**src/rtl/count_display_pkg.sv**
```systemverilog
// -----------------------------------------------------------------------------
// count_display_pkg
// Shared definitions for the count display driver:
//   - scan_state_t : display scan FSM states
//   - SEG_0..SEG_9 : 7-segment patterns, bit order {g,f,e,d,c,b,a}, active-high
//   - SEG_BLANK    : all segments off (active-high)
//   - EN_*         : digit enable codes, [0]=ones digit, [1]=tens digit
// -----------------------------------------------------------------------------
package count_display_pkg;

    typedef enum logic [1:0] {
        BLANK_A = 2'd0,
        ONES    = 2'd1,
        BLANK_B = 2'd2,
        TENS    = 2'd3
    } scan_state_t;

    localparam logic [6:0] SEG_0     = 7'b0111111;
    localparam logic [6:0] SEG_1     = 7'b0000110;
    localparam logic [6:0] SEG_2     = 7'b1011011;
    localparam logic [6:0] SEG_3     = 7'b1001111;
    localparam logic [6:0] SEG_4     = 7'b1100110;
    localparam logic [6:0] SEG_5     = 7'b1101101;
    localparam logic [6:0] SEG_6     = 7'b1111101;
    localparam logic [6:0] SEG_7     = 7'b0000111;
    localparam logic [6:0] SEG_8     = 7'b1111111;
    localparam logic [6:0] SEG_9     = 7'b1101111;
    localparam logic [6:0] SEG_BLANK = 7'b0000000;

    localparam logic [1:0] EN_OFF  = 2'b00;
    localparam logic [1:0] EN_ONES = 2'b01;
    localparam logic [1:0] EN_TENS = 2'b10;

endpackage

```
**src/rtl/count_display_driver_if.sv**
```systemverilog
// -----------------------------------------------------------------------------
// count_display_driver_if
// Groups the count input side and the display output side of the driver.
//   count_in [3:0] : count value to display (0-15)
//   sample         : capture count_in into the hold register at the clock edge
//   seg      [6:0] : segment drive {g,f,e,d,c,b,a}
//   digit_en [1:0] : [0]=ones digit, [1]=tens digit
// Modports:
//   master : count source / display observer (drives count_in, sample)
//   slave  : the display driver (drives seg, digit_en)
// -----------------------------------------------------------------------------
interface count_display_driver_if;

    logic [3:0] count_in;
    logic       sample;
    logic [6:0] seg;
    logic [1:0] digit_en;

    modport master (
        output count_in,
        output sample,
        input  seg,
        input  digit_en
    );

    modport slave (
        input  count_in,
        input  sample,
        output seg,
        output digit_en
    );

endinterface

```
**src/rtl/seg7_decode.sv**
```systemverilog
// -----------------------------------------------------------------------------
// seg7_decode
// Combinational decimal digit to 7-segment pattern decoder.
//   digit [3:0] : digit value; 0-9 decode to their pattern, 10-15 to SEG_BLANK
//   seg   [6:0] : pattern {g,f,e,d,c,b,a}, active-high
// -----------------------------------------------------------------------------
module seg7_decode
    import count_display_pkg::*;
(
    input  logic [3:0] digit,
    output logic [6:0] seg
);

    always_comb begin
        // NOTE: default assigned first so every path drives seg; no latch is inferred.
        seg = SEG_BLANK;
        case (digit)
            4'd0:    seg = SEG_0;
            4'd1:    seg = SEG_1;
            4'd2:    seg = SEG_2;
            4'd3:    seg = SEG_3;
            4'd4:    seg = SEG_4;
            4'd5:    seg = SEG_5;
            4'd6:    seg = SEG_6;
            4'd7:    seg = SEG_7;
            4'd8:    seg = SEG_8;
            4'd9:    seg = SEG_9;
            default: seg = SEG_BLANK;
        endcase
    end

endmodule

```
**src/rtl/count_display_driver.sv**
```systemverilog
// -----------------------------------------------------------------------------
// count_display_driver
// Captures a 0-15 count on request, splits it into tens/ones decimal digits and
// scans a 2-digit multiplexed 7-segment display:
//   BLANK_A (1) -> ONES (SCAN_DIV) -> BLANK_B (1) -> TENS (SCAN_DIV) -> ...
// The blank cycles between digits suppress ghosting. All outputs are registered
// and the displayed digit is latched when its phase is entered.
//
// Parameters:
//   SCAN_DIV       : cycles each digit is lit (1-255)
//   SEG_ACTIVE_LOW : 1 inverts seg and digit_en, including inactive levels
// Ports:
//   clock : system clock, rising edge
//   clear : synchronous active-high reset
//   bus   : count_display_driver_if.slave (count_in, sample, seg, digit_en)
// Build option:
//   LEADING_ZERO_BLANK_EN : when defined, a tens digit of 0 is not lit; the
//                           TENS phase keeps its timing but stays inactive.
// -----------------------------------------------------------------------------
module count_display_driver
    import count_display_pkg::*;
#(
    parameter int unsigned SCAN_DIV       = 4,
    parameter bit          SEG_ACTIVE_LOW = 1'b0
) (
    input  logic                   clock,
    input  logic                   clear,
    count_display_driver_if.slave  bus
);

    localparam logic [7:0] PHASE_LAST = 8'(SCAN_DIV - 1);
    // XOR masks applied just before the output registers
    localparam logic [6:0] SEG_POL    = {7{SEG_ACTIVE_LOW}};
    localparam logic [1:0] EN_POL     = {2{SEG_ACTIVE_LOW}};

    logic [3:0]  hold;
    scan_state_t state;
    scan_state_t next_state;
    logic [7:0]  phase_cnt;
    logic        phase_done;
    logic        state_change;

    logic        tens_bit;
    logic [3:0]  ones_digit;
    logic [3:0]  tens_digit;
    logic [3:0]  digit_sel;
    logic [6:0]  pattern;

    logic [6:0]  seg_q;
    logic [1:0]  en_q;
    logic [6:0]  seg_next;
    logic [1:0]  en_next;

    // Digit split: hold is at most 15, so tens is 0 or 1 and ones = hold - 10*tens
    assign tens_bit   = (hold >= 4'd10);
    assign ones_digit = tens_bit ? (hold - 4'd10) : hold;
    assign tens_digit = {3'b000, tens_bit};

    // Decode the digit of the phase about to be entered
    assign digit_sel  = (next_state == TENS) ? tens_digit : ones_digit;

    seg7_decode u_decode (
        .digit (digit_sel),
        .seg   (pattern)
    );

    // Next-state logic
    always_comb begin
        next_state = state;
        phase_done = (phase_cnt == PHASE_LAST);
        case (state)
            BLANK_A: next_state = ONES;
            ONES:    if (phase_done) next_state = BLANK_B;
            BLANK_B: next_state = TENS;
            TENS:    if (phase_done) next_state = BLANK_A;
            default: next_state = BLANK_A;
        endcase
        state_change = (next_state != state);
    end

    // Output values are loaded only on phase entry and held for the whole phase
    always_comb begin
        seg_next = seg_q;
        en_next  = en_q;
        if (state_change) begin
            case (next_state)
                ONES: begin
                    seg_next = SEG_POL ^ pattern;
                    en_next  = EN_POL ^ EN_ONES;
                end
                TENS: begin
`ifdef LEADING_ZERO_BLANK_EN
                    if (tens_bit) begin
                        seg_next = SEG_POL ^ pattern;
                        en_next  = EN_POL ^ EN_TENS;
                    end else begin
                        seg_next = SEG_POL ^ SEG_BLANK;
                        en_next  = EN_POL ^ EN_OFF;
                    end
`else
                    seg_next = SEG_POL ^ pattern;
                    en_next  = EN_POL ^ EN_TENS;
`endif
                end
                default: begin
                    seg_next = SEG_POL ^ SEG_BLANK;
                    en_next  = EN_POL ^ EN_OFF;
                end
            endcase
        end
    end

    always_ff @(posedge clock) begin
        // NOTE: non-blocking assignments so every register samples pre-edge values.
        if (clear) begin
            hold      <= 4'd0;
            state     <= BLANK_A;
            phase_cnt <= 8'd0;
            seg_q     <= SEG_POL ^ SEG_BLANK;
            en_q      <= EN_POL ^ EN_OFF;
        end else begin
            if (bus.sample) begin
                hold <= bus.count_in;
            end
            state     <= next_state;
            phase_cnt <= state_change ? 8'd0 : (phase_cnt + 8'd1);
            seg_q     <= seg_next;
            en_q      <= en_next;
        end
    end

    assign bus.seg      = seg_q;
    assign bus.digit_en = en_q;

endmodule

```
**src/flat_wrapper.sv**
```systemverilog
// flat-port wrapper written by rule: the top's interface ports become plain ports
module count_display_driver_flat import count_display_pkg::*;
#(
    parameter int unsigned SCAN_DIV       = 4,
    parameter bit          SEG_ACTIVE_LOW = 1'b0
)
  (clock, clear, bus_count_in, bus_sample, bus_seg, bus_digit_en);
  count_display_driver_if bus_i ();
  input  logic clock;
  input  logic clear;
  input wire logic [$bits(bus_i.count_in)-1:0] bus_count_in;
  input wire logic [$bits(bus_i.sample)-1:0] bus_sample;
  output wire logic [$bits(bus_i.seg)-1:0] bus_seg;
  output wire logic [$bits(bus_i.digit_en)-1:0] bus_digit_en;
  assign bus_i.count_in = bus_count_in;
  assign bus_i.sample = bus_sample;
  assign bus_seg = bus_i.seg;
  assign bus_digit_en = bus_i.digit_en;
  count_display_driver #(.SCAN_DIV(SCAN_DIV), .SEG_ACTIVE_LOW(SEG_ACTIVE_LOW)) u_core (.clock(clock), .clear(clear), .bus(bus_i));
endmodule
```
**config.mk**
```make
export PLATFORM = sky130hd
export DESIGN_NAME = count_display_driver_flat
export DESIGN_NICKNAME = d
export VERILOG_FILES = /design/src/rtl/count_display_pkg.sv /design/src/rtl/count_display_driver_if.sv /design/src/rtl/seg7_decode.sv /design/src/rtl/count_display_driver.sv /design/src/flat_wrapper.sv
export SDC_FILE = /design/constraint.sdc
export NUM_CORES = 1
export LEC_CHECK = 0
export BUFFER_PORTS_ARGS = -buffer_cell sky130_fd_sc_hd__buf_2
export CORE_ASPECT_RATIO = 1.2
export CORE_MARGIN = 3
export CORE_UTILIZATION = 45
export DETAILED_ROUTE_END_ITERATION = 7
export GPL_ROUTABILITY_DRIVEN = 0
export SYNTH_ARGS = -nofsm -noshare
export SYNTH_HDL_FRONTEND = slang
export SYNTH_SLANG_ARGS = --single-unit
```
**constraint.sdc**
```tcl
create_clock -name clock -period 4 [get_ports clock]
set_input_delay 0.2 -clock clock [delete_from_list [all_inputs] [get_ports clock]]
set_output_delay 0.2 -clock clock [all_outputs]
set_load 0.02 [all_outputs]
```
# Yosys cells after proc, flatten, opt, wreduce, memory -nomap -nowiden
# Memories as Yosys holds them, arrays and structs flattened.
# Index checks and enable logic that the tools add are counted.
# classes
magnitude_cmp,1
n_eq_ne,7
mux,7
n_reduce_logical,3
addsub,2
# op_table
operator,count
$add A8 B1 Y8 const B,1
$eq A8 B2 Y1 const B,1
$mux W4,2
$pmux W2 S4,1
$mux W7,1
$eq A2 B2 Y1 const B,3
$eq A2 B1 Y1 const B,2
$ge A4 B4 Y1 const B,1
$mux W2,2
$pmux W2 S2,1
$reduce_or A2 Y1,2
$sub A4 B4 Y4 const B,1
$logic_not A2 Y1,1
$ne A2 B2 Y1,1
# totals
ff_bits,23
memories,1
mem_bits_ro,112
output_inout_bits,9
wordCells,26
# mem_list
memory,depth,width,read_ports,rd_clocked_by_memory_dff,write_ports,line_no,rtl
(name not given),16,7,1,0,0,seg7_decode.sv:17,case (digit)

# Longest topological paths before layout
# An unclocked memory read counts as a cell.
# depth
word_depth,7
depth_mapped,11
mapped_depth_nobuf,9

# Cells and area by module
# From an unflattened synthesis, not the netlist that was laid out.
# unflattened
hier_cells,140
area_unflattened_um2,1191.1
# by_module_without_submodules
mod,area_each_um2,instances,cells_per_inst
count_display_driver,989.7,1,114
seg7_decode,201.4,1,26

# Worst setup path before layout
# OpenSTA, ideal clock, no wires.
# synth_path
path_type,reg-to-reg
startpoint,register u_core.phase_cnt[0]
endpoint,register u_core.seg_q[4] (netlist: u_core.bus.seg[4])
setup_ns,0.122
synth_period_minus_slack_ns,2.497
slack_ns,1.503
required_ns,3.878
t_arrival_ns,2.375
path_stages_with_launch,11
path_cell_list,dfxtp_1 -> ha_1 -> clkbuf_1 -> a41o_1 -> buf_2 -> nand2_1 -> o21a_1 -> ha_1 -> and3_1 -> or4_1 -> a221o_1
# synth_between
elab_chain_cells,7
word_cells_on_any_way,11
# synth_rtl
element,line_no,rtl
start: declaration,count_display_driver.sv:39,logic [7:0] phase_cnt;
start signal: assignment,count_display_driver.sv:126,phase_cnt <= state_change ? 8'd0 : (phase_cnt + 8'd1);
$eq A8 B2 Y1 (*),count_display_driver.sv:70,phase_done = (phase_cnt == PHASE_LAST);
"$mux W2, on equally long branches","count_display_driver.sv:75, count_display_driver.sv:73",
$pmux W2 S4 (*),count_display_driver.sv:71,case (state)
$eq A2 B2 Y1,"count_display_driver.sv:60, count_display_driver.sv:86",
$mux W4,count_display_driver.sv:60,assign digit_sel = (next_state == TENS) ? tens_digit : ones_digit;
$mem_v2 Z16 W7,--,
$mux W7,count_display_driver.sv:86,case (next_state)
end signal: assignment,count_display_driver.sv:119,seg_q <= SEG_POL ^ SEG_BLANK;
end signal: assignment,count_display_driver.sv:127,seg_q <= seg_next;
end: declaration,count_display_driver.sv:49,logic [6:0] seg_q;
# Every way passes the cells marked *; elsewhere a longest branch is shown, timed or not.
# A chain may end at the register's enable or synchronous reset.

# Final worst setup path
# layout_path
startpoint,register u_core.phase_cnt[5]
endpoint,register u_core.seg_q[4] (netlist: u_core.bus.seg[4])
# Same word-level chain as after synthesis.

==> metrics <==
status=finished, final reports clean; wire per inst=13.5 µm; sequential fraction of the synthesis area=38.3%; Total Nets Final=163; Final HPWL DP=1830 µm; Worst-path clk slew=0.12 ns; crit end category=flop; total gr overflow=0; Cells after Synth=135; # H-tree levels=1; Max Root-Sink Buffers=2; IO Pins=16; Synth warnings=0; Post-Syn Area=0.00120 mm²; complex-gate fraction of the synthesized area=21.3%; Setup Viol. Count Final=0; leakage power=0.551 nW; CTS Sinks=23; dominant synthesized flop cell=dfxtp_1; DR iter-0 viols=26; register area=460 µm²; fin. max-slew vios=0; initial antenna violation count=0; Crit Path Class=flop to flop; Hold Path Stages=3; crit path launch=u_core.phase_cnt[5]; Die ar.=0.00333 mm²; Post-route DRC=0; post-route non-filler standard cell count=179; routed wire length=2420 µm; fillcell total=248; Post-synth EDFFs=0; Util after Layout=54.1%; post-synthesis simple-gate area fraction=20.9%; CTS-repair resized insts=0; GRT Overall Usage=16.4%; Setup TNS Final=0 ns; Required @ worst endpoint=4.21 ns; post-synthesis adder-cell area fraction=7.28%; die height=62.6 µm; critical path startpoint category=flop; Max Clk Rate=0.378 GHz; Clock Skews=0.00299 ns; worst r2r src=u_core.phase_cnt[5]; latest clock arrival within the worst-skew pair=0.31 ns; Placed Cells=175; RSZ-0062 raised after global routing=no; largest family of logic cells by synthesized area=compound AO/OA/AOI/OAI gates; site row count=19; vias in the first global route=963; Rel. slew slack=41.0%; Power Density=330 mW/mm²; Max Fanout on Critical Path=13; hold_buf cts=0; # port buffers=15; flops & latches, synth=23; Hold Vio Cnt, Final=0; Hold Crit Class=primary input to flop; max_cap viols=0; asr flop ratio synth=0%; Num CTS Buffers=3; syn avg cell area=8.91 µm²; Post-Synth XOR/XNOR Area=4.37%; die width=53.2 µm; Least-Margin Pin Slew=0.881 ns; minimum clock period=2.65 ns; Multi-input gate area=688 µm²; Initial Util=49.6%; global-route wire length before repair=4240 µm; drt first pass iters=4; Reg2Reg Depth=8; mux share of post-synthesis cell area=3.33%; share of cells above drive strength 1=14.2%; area of the core=0.00242 mm²; cell area after layout=0.00131 mm²; Routed Antenna Nets=0; postcts setup bufs=0; Area after DPL=0.00128 mm²; vias per cell=5.61; Hold Crit Start=bus_count_in[2]; total number of vias=1005; CTS tree=done; synthesized net count=149; synth-to-layout area growth=9.05%; # diodes=0; Distinct cells, synth=41; Worst EP arrival=2.86 ns; root buf cell=clkbuf_4; largest net degree at the start of global routing=17; Worst IR Drop VDD=0.000213 V; Tcrit/Tclk final=66.2%
==> worst max-delay path, stage by stage, from the launching register on <==
cell	delay, ns
dfxtp_1	0.38
nor4_4	0.37
a41o_1	0.46
nand2_1	0.11
o21a_1	0.15
ha_1	0.21
and3_1	0.15
or4_1	0.39
a221o_1	0.32
==> synth_stat cells, types with 2 or more instances <==
| library cell | instances | area (µm²) |
|---|---|---|
| inv_1 | 6 | 22.5 |
| and2_1 | 4 | 25.0 |
| dfxtp_1 | 23 | 460 |
| nand3_1 | 6 | 30.0 |
| nand4_1 | 2 | 12.5 |
| nand2_1 | 10 | 37.5 |
| ha_1 | 7 | 87.6 |
| a21oi_1 | 7 | 35.0 |
| nand2b_1 | 2 | 12.5 |
| clkbuf_1 | 4 | 15.0 |
| a31oi_1 | 2 | 12.5 |
| a221o_1 | 2 | 20.0 |
| o21ai_0 | 3 | 15.0 |
| o211ai_1 | 2 | 15.0 |
| a22o_1 | 3 | 26.3 |
| o21ai_1 | 3 | 15.0 |
| and3_1 | 3 | 18.8 |
| nor2_1 | 16 | 60.1 |
| xor2_1 | 5 | 43.8 |
| mux2i_1 | 4 | 40.0 |
==> logic make-up (layout without fill, tap and decap cells) <==
| group | Yosys count | after routing |
|---|---|---|
| xor gates and xnor gates | 6 | 6 |
| DFF | 23 | 23 |
| and+or+nand+nor | 49 | 49 |
| AOI/OAI and AO/OA | 34 | 34 |
| buffers and inverters | 12 | 25 |
| muxes | 4 | 4 |
| adders and majority gates | 7 | 7 |
==> cells in the final DEF (no fill, tap or decap), types with 2 or more instances in the layout <==
cell type / instances
a21oi_1: 7
a221o_1: 2
a22o_1: 3
a31oi_1: 2
and2_1: 4
and3_1: 3
buf_2: 15
clkbuf_4: 3
dfxtp_1: 23
ha_1: 7
inv_1: 6
mux2i_1: 4
nand2_1: 10
nand2b_1: 2
nand3_1: 6
nand4_1: 2
nor2_1: 16
o211ai_1: 2
o21ai_0: 3
o21ai_1: 3
xor2_1: 5
==> metrics by stage <==
| stage | total power [mW] | setup slack, ns | hold WS (ns) |
|---|---|---|---|
| global placement | 0.330 | 1.44 | 0.435 |
| detailed placement | 0.331 | 1.38 | 0.441 |
| floorplan | 0.311 | 1.50 | 0.347 |
| global route | 0.457 | 1.18 | 0.135 |
| CTS | 0.437 | 1.36 | 0.114 |
| finish | 0.432 | 1.35 | 0.114 |
==> flip-flops by register name, indices dropped and copies added (netlist names) <==
| register | count |
|---|---|
| u_core.phase_cnt | 8 |
| u_core.bus.seg | 7 |
| u_core.hold | 4 |
| u_core.bus.digit_en | 2 |
| u_core.state | 2 |
==> where the power goes <==
part	switching [mW]	internal, mW
Clock	0.0674	0.0390
Combinational	0.0425	0.0305
Sequential	0.0118	0.241
Total	0.122	0.311
==> path summary, 6_finish.rpt <==
kind                            end  slack, ns
setup reg to reg  u_core.bus.seg[4]       1.35
hold / removal       u_core.hold[2]       0.11
setup / recovery  u_core.bus.seg[4]       1.35
hold reg to reg   u_core.bus.seg[2]       0.47
==> cell type report <==
type                    instances  share of cell area [%]
multi-input cells             100                    52.5
flip-flops and latches         23                    35.1
repair buffers                 15                    5.73
well taps                      31                    2.96
clock buffers                   4                    2.00
inverters                       6                    1.72
==> routing by layer <==
| metal | track usage [%] | routed length (µm) | vias up |
|---|---|---|---|
| met4 | 4.79 | 31 | 0 |
| li1 | - | - | 511 |
| met2 | 27.3 | 1170 | 13 |
| met3 | 2.86 | 59 | 5 |
| met1 | 21.1 | 1160 | 476 |
| met5 | 0 | 0 | - |
Note: power is estimated with default switching activity, not from simulation.
